==> config.mk <==
export PLATFORM = sky130hd
export DESIGN_NAME = coord_uart_tx
export DESIGN_NICKNAME = d
export VERILOG_FILES = /design/src/rtl/coord_uart_tx.sv
export SDC_FILE = /design/constraint.sdc
export NUM_CORES = 1
export LEC_CHECK = 0
export ABC_AREA = 1
export BUFFER_PORTS_ARGS = -buffer_cell sky130_fd_sc_hd__clkbuf_2
export CAP_MARGIN = 20
export CORE_MARGIN = 2
export CORE_UTILIZATION = 45
export DETAILED_ROUTE_END_ITERATION = 8
export HOLD_SLACK_MARGIN = 0.03
export PLACE_DENSITY = 0.69
export SETUP_SLACK_MARGIN = 0.3
export SLEW_MARGIN = 20
export SYNTH_ARGS = -nofsm -noshare
export SYNTH_HDL_FRONTEND = slang
export SYNTH_SLANG_ARGS = --single-unit
==> constraint.sdc <==
create_clock -name clk -period 2.9 [get_ports clk]
set_clock_uncertainty 0.2 [all_clocks]
set_input_delay 0.435 -clock clk [delete_from_list [all_inputs] [get_ports clk]]
set_output_delay 0.435 -clock clk [all_outputs]
set_load 0.005 [all_outputs]
==> src/rtl/coord_uart_tx.sv <==
// coord_uart_tx: sends tracker coordinates as a fixed UART 8N1 frame.
// Frame bytes: AA 55 d1 d2 d3 d4, plus a sum byte when COORD_CSUM_EN is defined.
// A frame goes out when the inputs differ from the last sent snapshot, and
// periodically every PERIOD_CYCLES clocks (0 turns the periodic send off).
module coord_uart_tx #(
  parameter int CLK_FREQ      = 27000000,
  parameter int BAUD          = 115200,
  parameter int PERIOD_CYCLES = 27000000
) (
  input  logic       clk,
  input  logic       rst,
  input  logic [7:0] d1,
  input  logic [7:0] d2,
  input  logic [7:0] d3,
  input  logic [7:0] d4,
  output logic       tx,
  output logic       busy,
  output logic       frame_done
);

  // Clocks per bit and the baud counter compare points.
  localparam int CPB = CLK_FREQ / BAUD;
  localparam int CW  = $clog2(CPB);
  localparam logic [CW-1:0] BIT_LAST = CW'(CPB - 1);
  // frame_done is registered, so it is armed one clock before the stop bit ends.
  localparam logic [CW-1:0] DONE_ARM = CW'(CPB - 2);

`ifdef COORD_CSUM_EN
  localparam int NBYTES = 7;
`else
  localparam int NBYTES = 6;
`endif
  localparam logic [2:0] LAST_IDX = 3'(NBYTES - 1);

  typedef enum logic [1:0] {
    S_IDLE,
    S_START,
    S_DATA,
    S_STOP
  } state_t;

  state_t          state_reg, state_next;
  logic [31:0]     snap_reg, snap_next;
  logic            pending_reg, pending_next;
  logic [CW-1:0]   cnt_reg, cnt_next;
  logic [2:0]      bit_reg, bit_next;
  logic [2:0]      idx_reg, idx_next;
  logic            tx_reg, tx_next;
  logic            busy_reg, busy_next;
  logic            done_reg, done_next;

  logic [31:0]     coord_live;
  logic [7:0]      frame_bytes [0:7];
  logic [7:0]      cur_byte;
  logic [2:0]      bit_inc;
  logic            launch;
  logic            coord_changed;
  logic            period_wrap;
  logic            bit_end;

  assign coord_live = {d1, d2, d3, d4};

  // Frame byte table: fixed header, snapshot bytes, optional sum, unused pad.
  assign frame_bytes[0] = 8'hAA;
  assign frame_bytes[1] = 8'h55;

  genvar gi;
  generate
    for (gi = 0; gi < 4; gi++) begin : g_data
      assign frame_bytes[gi+2] = snap_reg[31-8*gi -: 8];
    end
    for (gi = NBYTES; gi < 8; gi++) begin : g_pad
      assign frame_bytes[gi] = 8'hFF;
    end
  endgenerate

`ifdef COORD_CSUM_EN
  assign frame_bytes[6] = snap_reg[31:24] + snap_reg[23:16] + snap_reg[15:8] + snap_reg[7:0];
`endif

  // Free-running period counter; it keeps counting while a frame is in flight.
  generate
    if (PERIOD_CYCLES == 0) begin : g_no_period
      assign period_wrap = 1'b0;
    end else begin : g_period
      localparam int PW = (PERIOD_CYCLES > 1) ? $clog2(PERIOD_CYCLES) : 1;
      localparam logic [PW-1:0] PER_LAST = PW'(PERIOD_CYCLES - 1);
      logic [PW-1:0] per_reg;
      assign period_wrap = (per_reg == PER_LAST);
      // Period counter: 0..PERIOD_CYCLES-1, wrapping raises a send request.
      always_ff @(posedge clk) begin
        if (rst) begin
          per_reg <= '0;
        end else if (period_wrap) begin
          per_reg <= '0;
        end else begin
          per_reg <= per_reg + PW'(1);
        end
      end
    end
  endgenerate

  // On the launch edge the snapshot takes the live value, so compare against
  // that instead of the stale snapshot to avoid a spurious repeat frame.
  assign launch        = (state_reg == S_IDLE) && pending_reg;
  assign coord_changed = !launch && (coord_live != snap_reg);
  assign cur_byte      = frame_bytes[idx_reg];
  assign bit_inc       = bit_reg + 3'd1;
  assign bit_end       = (cnt_reg == BIT_LAST);

  // Next-state and registered-output logic for the frame/byte sequencer.
  always_comb begin
    state_next   = state_reg;
    snap_next    = snap_reg;
    cnt_next     = cnt_reg;
    bit_next     = bit_reg;
    idx_next     = idx_reg;
    tx_next      = tx_reg;
    busy_next    = busy_reg;
    done_next    = 1'b0;

    // Triggers set pending once; a trigger on the launch edge wins over the clear.
    if (coord_changed || period_wrap) begin
      pending_next = 1'b1;
    end else if (launch) begin
      pending_next = 1'b0;
    end else begin
      pending_next = pending_reg;
    end

    case (state_reg)
      S_IDLE: begin
        tx_next   = 1'b1;
        busy_next = 1'b0;
        cnt_next  = '0;
        if (pending_reg) begin
          snap_next  = coord_live;
          idx_next   = '0;
          bit_next   = '0;
          state_next = S_START;
          busy_next  = 1'b1;
          tx_next    = 1'b0;
        end
      end
      S_START: begin
        cnt_next = bit_end ? '0 : cnt_reg + CW'(1);
        if (bit_end) begin
          state_next = S_DATA;
          bit_next   = '0;
          tx_next    = cur_byte[0];
        end
      end
      S_DATA: begin
        cnt_next = bit_end ? '0 : cnt_reg + CW'(1);
        if (bit_end) begin
          if (bit_reg == 3'd7) begin
            state_next = S_STOP;
            tx_next    = 1'b1;
          end else begin
            bit_next = bit_inc;
            tx_next  = cur_byte[bit_inc];
          end
        end
      end
      S_STOP: begin
        cnt_next  = bit_end ? '0 : cnt_reg + CW'(1);
        done_next = (idx_reg == LAST_IDX) && (cnt_reg == DONE_ARM);
        if (bit_end) begin
          if (idx_reg == LAST_IDX) begin
            state_next = S_IDLE;
            busy_next  = 1'b0;
            tx_next    = 1'b1;
          end else begin
            idx_next   = idx_reg + 3'd1;
            state_next = S_START;
            tx_next    = 1'b0;
          end
        end
      end
      default: begin
        state_next = S_IDLE;
        tx_next    = 1'b1;
        busy_next  = 1'b0;
      end
    endcase
  end

  // Sequencer state and output registers; reset aborts any frame in flight.
  always_ff @(posedge clk) begin
    if (rst) begin
      state_reg   <= S_IDLE;
      snap_reg    <= '0;
      pending_reg <= 1'b0;
      cnt_reg     <= '0;
      bit_reg     <= '0;
      idx_reg     <= '0;
      tx_reg      <= 1'b1;
      busy_reg    <= 1'b0;
      done_reg    <= 1'b0;
    end else begin
      state_reg   <= state_next;
      snap_reg    <= snap_next;
      pending_reg <= pending_next;
      cnt_reg     <= cnt_next;
      bit_reg     <= bit_next;
      idx_reg     <= idx_next;
      tx_reg      <= tx_next;
      busy_reg    <= busy_next;
      done_reg    <= done_next;
    end
  end

  assign tx         = tx_reg;
  assign busy       = busy_reg;
  assign frame_done = done_reg;

endmodule
==> run_results.csv, run 1 <==
group,metric,value,unit
detailed_routing,drt-pass1-iter-count,5,
logic_synthesis,synth_area,4200,µm²
detailed_routing,routed_wirelength,9400,µm
clock_tree,cts_buffers,9,
logic_synthesis,synth_area_per_cell,6.92,µm²
worst_setup_path,cp.required,2.95,ns
layout,mostFrequentLayoutCell,"nand2_1",
pwr,totalPowerFinal,3.71,mW
grt,grt_pass1_wl,15800,µm
clock_tree,cts_hold_buf,0,
sta,max_freq,449,MHz
clock_tree,cts_resized,0,
worst_setup_path,crit_path_start_kind,"register",
layout,area_growth,11.7,%
floorplan,die-area,10100,µm²
clock_tree,cts_setup_buffers,0,
logic_synthesis,ys_types,38,
floorplan,core,9150,µm²
sta,period_share,76.8,%
grt,antenna_found_initial,0,
run,maxCapViolations,0,
pwr,powerDensity,791,nW/µm²
grt,grt_max_degree,38,
worst_setup_path,cp-end-kind,"register",
logic_synthesis,ys_warn_count,0,
placed_design,io_buffers,36,
sta,fin_tns_setup,0,ns
layout,nNetsFinal,685,
clock_tree,htreeDepth,3,
logic_synthesis,syn_nets,653,
sta,relSlewSlack,56.3,%
logic_synthesis,ys_ff_latch,77,
sta,tightestPinTransition,0.654,ns
layout,diodes,0,
worst_setup_path,reg2reg_slack,0.67,ns
worst_setup_path,arrival,2.27,ns
clock_tree,clkLatencyLatePin,0.36,ns
min_path,hp-class,"in2reg",
pwr,p_leak,1.96,nW
floorplan,die_h,101,µm
sta,hold_viol_final,0,
floorplan,start_util,45.9,%
grt,gr-total-overflow,0,
clock_tree,root_buffer,"clkbuf_8",
detailed_routing,vias,3868,
grt,track_usage,19.4,%
detailed_routing,viasPerCell,5.12,
layout,largest_reg_flops,32,
detailed_routing,drt_iter0_drc,170,
worst_setup_path,worstSetupPathType,"reg2reg",
clock_tree,clkSinkCount,77,
grt,grt_pass1_vias,3625,
sta,maxSlewViolCount,0,
placed_design,gp_congestion,0.857,
detailed_routing,antenna_left,0,
clock_tree,cts_tree,"built",
sta,setup_viol,0,
worst_setup_path,crit_fanout,17,
detailed_routing,avgRoutedWirePerCell,12.4,µm
logic_synthesis,yosysSeqAreaShare,36.7,%
floorplan,die_x,101,µm
clock_tree,clk_pin_slew,0.08,ns
pwr,vdd_ir_drop_max,0.000354,V
sta,min_period,2.23,ns
layout,drive_gt1_share,12.1,%
floorplan,num_rows,35,
status,status,"finished clean",
layout,mostFrequentLayoutCells,"116 x nand2_1, 77 x dfxtp_1, 72 x inv_1",
clock_tree,clockBufferDepth,2,
floorplan,io_pins,37,
placed_design,hpwl,7030,µm
logic_synthesis,syn_inst,607,
detailed_routing,drc_errors,0,
sta,rsz0062_at_grt,"no",
-- critical path, stage by stage, from the launching register on --
cell and delay (ns):
dfxtp_1 0.70, inv_2 0.25, nor2_1 0.26, nand2_1 0.08, nand3_1 0.09, nand3_1 0.07, nand3_1 0.07, nand2_1 0.05
nand2_1 0.05, nand3_1 0.07, nand2_1 0.06, nand2_1 0.05, nand2_1 0.06, nand2_1 0.04
-- cells by family after synthesis --
family | synth area share [%]
and+or+nand+nor | 33.2
buffers and inverters | 8.76
adders and majority gates | 3.58
AOI/OAI and AO/OA | 13.0
DFF | 36.7
xor gates and xnor gates | 4.80
-- Yosys cell counts --
library cell	count	area [µm²]
a211oi_1	5	37.5
a21oi_1	44	220
a21oi_2	1	8.76
a31o_2	1	8.76
and2_1	1	6.26
buf_2	6	30.0
clkbuf_1	14	52.6
clkinv_1	1	3.75
dfxtp_1	77	1540
ha_1	12	150
inv_1	72	270
inv_2	3	11.3
nand2_1	116	435
nand2_2	3	18.8
nand3_1	55	275
nand3_2	1	10.0
nand3_4	1	17.5
nand4_1	10	62.6
nor2_1	64	240
nor2_2	1	6.26
nor2_4	3	33.8
nor3_1	18	90.1
nor3_4	1	16.3
nor3b_1	9	67.6
nor3b_2	2	25.0
nor4_1	4	25.0
nor4_2	2	25.0
o2111ai_1	2	17.5
o211ai_1	1	7.51
o21ai_0	41	205
o21ai_1	4	20.0
o22ai_1	3	18.8
or2_0	1	6.26
or2_1	1	6.26
or2_2	3	18.8
or3_1	1	6.26
xnor2_1	7	61.3
xor2_1	16	140
-- layout make-up --
type	instances	area (µm²)
flip-flops and latches	77	1540
fillers	900	4470
multi-input cells	434	2290
clock inverters	6	87.6
well taps	111	139
clock buffers	10	128
inverters	76	285
repair buffers	41	218
-- power by group --
part	internal, mW	leakage (nW)	switching (mW)	total, mW
logic	0.514	1.22	0.869	1.38
registers	1.26	0.630	0.172	1.43
clock network	0.485	0.110	0.410	0.895
-- path summary, 6_finish.rpt --
check                                      start                             end  cells after the start
hold reg to reg   g_period.per_reg[0]$_SDFF_PP0_  g_period.per_reg[0]$_SDFF_PP0_                      1
setup / recovery         idx_reg[0]$_SDFFE_PP0P_                 tx$_SDFFE_PP1P_                     13
hold / removal                             d2[3]       snap_reg[19]$_SDFFE_PP0P_                      3
setup reg to reg         idx_reg[0]$_SDFFE_PP0P_                 tx$_SDFFE_PP1P_                     13
-- routing by layer --
metal,routed length [µm],share of wire [%],GRT usage [%]
met3,306,3.3,2.84
met2,4490,48,33.6
met4,217,2.3,8.75
met5,0,0,0
met1,4390,47,23.8
-- through the flow --
step	setup WS (ns)	hold slack (ns)	area [µm²]	utilization, %	instances
6_report	0.673	0.136	4690	51.2	755
5_1_grt	0.429	0.157	4690	51.2	755
4_1_cts	0.679	0.125	4690	51.2	755
3_5_place_dp	0.707	0.260	4470	48.9	739
3_3_place_gp	0.748	0.242	4470	48.9	739
2_1_floorplan	1.01	0.229	4200	-	607
Note: power is estimated with default switching activity, not from simulation.
==> inputs of run 2 (changes only) <==
==> constraint.sdc (replaced) <==
create_clock -name clk -period 2.2 [get_ports clk]
set_clock_uncertainty 0.2 [all_clocks]
set_input_delay 0.33 -clock clk [delete_from_list [all_inputs] [get_ports clk]]
set_output_delay 0.33 -clock clk [all_outputs]
set_load 0.005 [all_outputs]
==> run 2 against run 1 <==
  * Register-to-register slack got worse by 0.30 ns
  * Via count grew 3.9%
  * Fmax grew 22%
  * Largest power group is now combinational cells
  * Power grew 39%
  * Sequential power grew 31%
  * Non-clock buffer count is 8 higher
  * Clock power up 41%
  * Hold slack got worse by 0.098 ns
  * Clock-buffer cell count is 3 higher
  * Largest cell class unchanged
  * Sequential share of layout area shrank 1.4 points
==> run_results.csv, run 2 (same netlist as run 1, synthesis figures left out) <==
group,metric,value,unit
status,status,"finished clean",
clock_tree,clockBufferDepth,2,
sta,max_freq,546,MHz
placed_design,place_ws,0.104,ns
layout,mostFrequentLayoutCells,"111 x nand2_1, 70 x inv_1, 66 x dfxtp_1",
detailed_routing,antenna_left,0,
layout,fin_util,54.1,%
sta,tightestPinTransition,0.469,ns
detailed_routing,drt_iter0_drc,169,
sta,maxSlewViolCount,0,
detailed_routing,routed_wirelength,9800,µm
worst_setup_path,worstSetupPathType,"reg2reg",
worst_setup_path,path_delay_family,"simple AND/OR/NAND/NOR gates",
worst_setup_path,r2r.worst_path.cells,10,
worst_setup_path,worstPathCellList,"ha_4, nand2_2, nor3_4, nand2_4, nor2_4, nand2_2, nor2_4, nand2_4, o21ai_2, nor3b_2",
floorplan,start_util,45.9,%
clock_tree,clkSinkCount,77,
worst_setup_path,arrival,1.91,ns
sta,fin_tns_setup,0,ns
placed_design,gp_congestion,0.902,
floorplan,core,9150,µm²
detailed_routing,wl_met3,402,µm
clock_tree,cts_buffers,9,
layout,final_area,4950,µm²
placed_design,hpwl,7020,µm
min_path,whs_path_depth,3,
detailed_routing,dr.max_layer_used,"met4",
run,maxCapViolations,0,
clock_tree,root_buffer,"clkbuf_8",
floorplan,num_rows,35,
layout,regArea,1560,µm²
placed_design,dp_cells,742,
layout,drive_gt1_share,18.8,%
pwr,vdd_ir_drop_max,0.000431,V
clock_tree,htreeDepth,3,
grt,grt_max_degree,48,
sta,rsz0062_at_grt,"yes",
layout,nNetsFinal,694,
placed_design,io_buffers,36,
grt,gr-total-overflow,0,
floorplan,die-area,10100,µm²
worst_setup_path,crit_path_start_kind,"register",
sta,setup_viol,0,
detailed_routing,wl_met1,4320,µm
layout,mostFrequentLayoutCell,"nand2_1",
layout,nFillCells,860,
worst_setup_path,cp-end-kind,"register",
detailed_routing,drc_errors,0,
detailed_routing,viasPerCell,5.26,
sta,hold_viol_final,0,
worst_setup_path,crit_cells,10,
layout,diodes,0,
layout,multiInputGateArea,2430,µm²
worst_setup_path,crit_buf_inv,0,
pwr,powerDensity,1040,nW/µm²
sta,min_period,1.83,ns
layout,area_growth,18.0,%
grt,grt_pass1_vias,3727,
detailed_routing,avgRoutedWirePerCell,12.8,µm
worst_setup_path,cp.required,2.28,ns
grt,track_usage,19.6,%
sta,relSlewSlack,68.5,%
worst_setup_path,cp_slowest_cell,"dfxtp_2",
clock_tree,clkLatencyLatePin,0.35,ns
layout,fin_cells,764,
clock_tree,cts_tree,"built",
floorplan,io_pins,37,
layout,largest_reg_flops,32,
floorplan,die_h,101,µm
sta,period_share,83.3,%
placed_design,placed_cell_area,4490,µm²
floorplan,die_x,101,µm
sta,setup_slack,0.368,ns
detailed_routing,vias,4020,
detailed_routing,wl_met2,4980,µm
grt,grt_pass1_wl,16200,µm
pwr,p_leak,2.08,nW
worst_setup_path,max_stage_delay,0.38,ns
clock_tree,clk_pin_slew,0.08,ns
worst_setup_path,crit_fanout,4,
grt,antenna_found_initial,0,
detailed_routing,drt-pass1-iter-count,5,
min_path,hp-class,"in2reg",
==> run 2: final timing paths <==
path	start	end	slack, ns
worst min register to register	g_period.per_reg[0]$_SDFF_PP0_	g_period.per_reg[0]$_SDFF_PP0_	0.27
worst max-delay path	g_period.per_reg[1]$_SDFF_PP0_	g_period.per_reg[24]$_SDFF_PP0_	0.37
worst min-delay path	d1[3]	snap_reg[27]$_SDFFE_PP0P_	0.04
worst max register to register	g_period.per_reg[1]$_SDFF_PP0_	g_period.per_reg[24]$_SDFF_PP0_	0.37
==> run 2: worst register-to-register path: cells and delay by family, from the launching register on <==
kind / cells / cell delay, ns
and+or+nand+nor: 8 / 0.93
AOI/OAI and AO/OA: 1 / 0.11
adders and majority gates: 1 / 0.15
DFF: 1 / 0.38
==> run 2: per-stage QoR <==
stage / hold slack (ns) / power, mW
5_1_grt: 0.0434 / 5.57
3_3_place_gp: 0.242 / 3.67
3_5_place_dp: 0.250 / 3.72
2_1_floorplan: 0.229 / 3.29
4_1_cts: 0.0313 / 5.00
6_report: 0.0387 / 5.16
==> run 2: metal layers <==
metal | up-vias | GRT usage [%]
met5 | - | 0
met4 | 0 | 4.32
met3 | 11 | 4.37
met2 | 91 | 35.5
met1 | 1849 | 23.5
li1 | 2069 | -
==> run 2: final cells by class <==
type                    count  area share, %
clock buffers              13           3.61
clock inverters             3           1.31
inverters                  76           5.84
multi-input cells         434           49.0
flip-flops and latches     77           31.5
well taps                 111           2.80
repair buffers             49           5.84
repair inverters            1          0.152
==> run 2: timing repair <==
item / CTS / global route
hold endpoints to repair: 0 / 0
setup endpoints to repair: 10 / 44
buffers inserted: 2 / 3
pin swaps: 3 / 8
resized for setup: 6 / 42
cloned: 0 / 1
hold buffers: 0 / 0
==> run 2: power breakdown <==
| part | internal [mW] | leakage, nW | switching (mW) | total, mW |
|---|---|---|---|---|
| sequential | 1.67 | 0.635 | 0.211 | 1.88 |
| clock | 0.761 | 0.126 | 0.503 | 1.26 |
| combinational | 0.768 | 1.32 | 1.25 | 2.02 |
==> inputs of run 3 (changes only) <==
--- a/config.mk
+++ b/config.mk
@@ -12,7 +12,7 @@
 export CORE_UTILIZATION = 45
 export DETAILED_ROUTE_END_ITERATION = 8
 export HOLD_SLACK_MARGIN = 0.03
-export PLACE_DENSITY = 0.69
+export PLACE_DENSITY = 0.71
 export SETUP_SLACK_MARGIN = 0.3
 export SLEW_MARGIN = 20
 export SYNTH_ARGS = -nofsm -noshare
==> constraint.sdc (replaced) <==
create_clock -name clk -period 1.65 [get_ports clk]
set_clock_uncertainty 0.2 [all_clocks]
set_input_delay 0.2475 -clock clk [delete_from_list [all_inputs] [get_ports clk]]
set_output_delay 0.2475 -clock clk [all_outputs]
set_load 0.005 [all_outputs]
==> run 3 against run 2 <==
  * The flow now finishes with violations (setup timing)
  * Power up 100%
  * Sequential cell count unchanged
  * Worst setup slack lost 0.70 ns
  * Design area is 50% higher
  * First-iteration DRC count increased to 3.1 times the previous value
  * Non-clock buffer count increased by 138
  * Via count grew 37%
  * Global-route usage is 11 points higher
  * Sequential share of layout area decreased by 10 points
  * Largest cell class unchanged
==> run_results.csv, run 3 (same netlist as run 1, synthesis figures left out) <==
group,metric,value,unit
layout,largest_reg_flops,32,
clock_tree,clk_pin_slew,0.09,ns
sta,setup_viol,51,
clock_tree,cts_buffers,9,
run,maxCapViolations,0,
detailed_routing,avgRoutedWirePerCell,21.4,µm
grt,antenna_found_initial,0,
worst_setup_path,crit_path_start_kind,"register",
detailed_routing,vias,5500,
layout,diodes,0,
worst_setup_path,arrival,2.03,ns
detailed_routing,routed_wirelength,19300,µm
placed_design,gp_congestion,0.845,
worst_setup_path,cpMostUsedCell,"nand2_1",
detailed_routing,antenna_left,0,
layout,mostFrequentLayoutCells,"95 x nand2_1, 68 x buf_4, 59 x dfxtp_1",
grt,grt_pass1_wl,24200,µm
min_path,hp-class,"in2reg",
floorplan,start_util,45.9,%
grt,track_usage,30.2,%
floorplan,die_x,101,µm
clock_tree,clkLatencyLatePin,0.38,ns
worst_setup_path,cp-end-kind,"register",
pwr,powerDensity,1410,nW/µm²
detailed_routing,drt-pass1-iter-count,7,
clock_tree,htreeDepth,3,
worst_setup_path,crit_buf_inv,1,
grt,grt_max_degree,38,
sta,setup_slack,-0.333,ns
pwr,vdd_ir_drop_max,0.000646,V
layout,mostFrequentLayoutCell,"nand2_1",
detailed_routing,viasPerCell,6.10,
placed_design,placed_cell_area,5110,µm²
worst_setup_path,worstPathCellList,"buf_4, nor2_4, nand2_1, nand3_1, nand3_1, nand3_2, nand2_1, nand2_1, nand3_1, nand2_1, nand2_1, nand2_1, nand2_1",
placed_design,dp_cells,789,
worst_setup_path,path_delay_family,"simple AND/OR/NAND/NOR gates",
sta,tightestPinTransition,0.404,ns
clock_tree,clockBufferDepth,2,
grt,grt_pass1_vias,5208,
status,status,"finished, violations left",
sta,min_period,1.98,ns
floorplan,die_h,101,µm
layout,nNetsFinal,832,
placed_design,place_ws,-0.205,ns
layout,fin_cells,902,
sta,relSlewSlack,73.0,%
sta,hold_viol_final,0,
floorplan,num_rows,35,
worst_setup_path,worstSetupPathType,"reg2reg",
sta,max_freq,504,MHz
layout,area_growth,76.6,%
clock_tree,clkSinkCount,77,
grt,gr-total-overflow,0,
sta,hold_ws,0.0947,ns
sta,period_share,120,%
layout,drive_gt1_share,49.7,%
placed_design,hpwl,7650,µm
floorplan,io_pins,37,
clock_tree,cts_tree,"built",
placed_design,io_buffers,36,
clock_tree,root_buffer,"clkbuf_8",
floorplan,die-area,10100,µm²
layout,final_area,7410,µm²
floorplan,core,9150,µm²
sta,maxSlewViolCount,0,
sta,rsz0062_at_grt,"yes",
pwr,totalPowerFinal,10.4,mW
worst_setup_path,cp_slowest_cell,"dfxtp_4",
detailed_routing,drt_iter0_drc,532,
detailed_routing,drc_errors,0,
worst_setup_path,crit_fanout,5,
status,violations,"setup timing",
worst_setup_path,cp.required,1.70,ns
pwr,p_leak,3.07,nW
worst_setup_path,max_stage_delay,0.39,ns
[run 3: cell types whose count changed in the layout (fill, tap and decap cells not counted), moves of 14 or more]
cell           change
o21ai_2           +22
nor2_1            -21
o21ai_0           -35
nand3_1           -14
dlygate4sd3_1     +34
buf_4             +57
buf_6             +25
a21oi_1           -32
a21oi_2           +28
inv_1             -14
nand2_1           -16
[run 3: report_power, final]
| group | switching, mW | leakage [nW] | total, mW | internal (mW) |
|---|---|---|---|---|
| logic | 3.39 | 2.32 | 6.15 | 2.76 |
| registers | 0.416 | 0.640 | 2.66 | 2.25 |
| clock network | 0.785 | 0.115 | 1.62 | 0.832 |
[run 3: worst reg2reg max path, cell delays in order, from the launching register on]
cell and delay (ns):
dfxtp_4 0.39, buf_4 0.17, nor2_4 0.16, nand2_1 0.08
nand3_1 0.11, nand3_1 0.13, nand3_2 0.11, nand2_1 0.06
nand2_1 0.06, nand3_1 0.07, nand2_1 0.07, nand2_1 0.06
nand2_1 0.10, nand2_1 0.09
[run 3: metrics by stage]
step / util (%) / setup TNS (ns)
3_5_place_dp: 55.9 / -3.53
6_report: 81.0 / -5.64
4_1_cts: 75.2 / -1.70
2_1_floorplan: - / -0.525
5_1_grt: 81.0 / -9.94
3_3_place_gp: 55.9 / -2.80
[run 3: metal layers]
metal | vias to the layer above | GRT usage (%) | part of all wire [%]
li1 | 2360 | - | -
met1 | 2571 | 31.4 | 35
met2 | 405 | 55.6 | 48
met3 | 164 | 5.83 | 8.7
met4 | 0 | 17.9 | 8.9
met5 | - | 0 | 0
[run 3: timing repair]
item,CTS,global route
pin swaps,70,44
endpoints found under the hold margin,34,0
hold buffers,34,0
endpoints found under the setup margin,76,77
buffers inserted,37,17
cloned,8,1
gates resized for setup,186,99
[run 3: final timing paths]
kind	start	to	slack, ns	cells after the start
worst min-delay path	rst	idx_reg[1]$_SDFFE_PP0P_	0.09	5
worst max register to register	idx_reg[0]$_SDFFE_PP0P_	tx$_SDFFE_PP1P_	-0.33	13
worst max-delay path	idx_reg[0]$_SDFFE_PP0P_	tx$_SDFFE_PP1P_	-0.33	13
worst min register to register	g_period.per_reg[0]$_SDFF_PP0_	g_period.per_reg[0]$_SDFF_PP0_	0.26	1
[run 3: layout make-up]
cell class | instances | area [µm²]
Timing Repair inverter | 1 | 7.51
Tap cell | 111 | 139
Clock inverter | 5 | 55.1
Sequential cell | 77 | 1590
Multi-Input combinational cell | 434 | 3310
Inverter | 76 | 330
Clock buffer | 11 | 163
Fill cell | 453 | 1740
Timing Repair Buffer | 187 | 1820
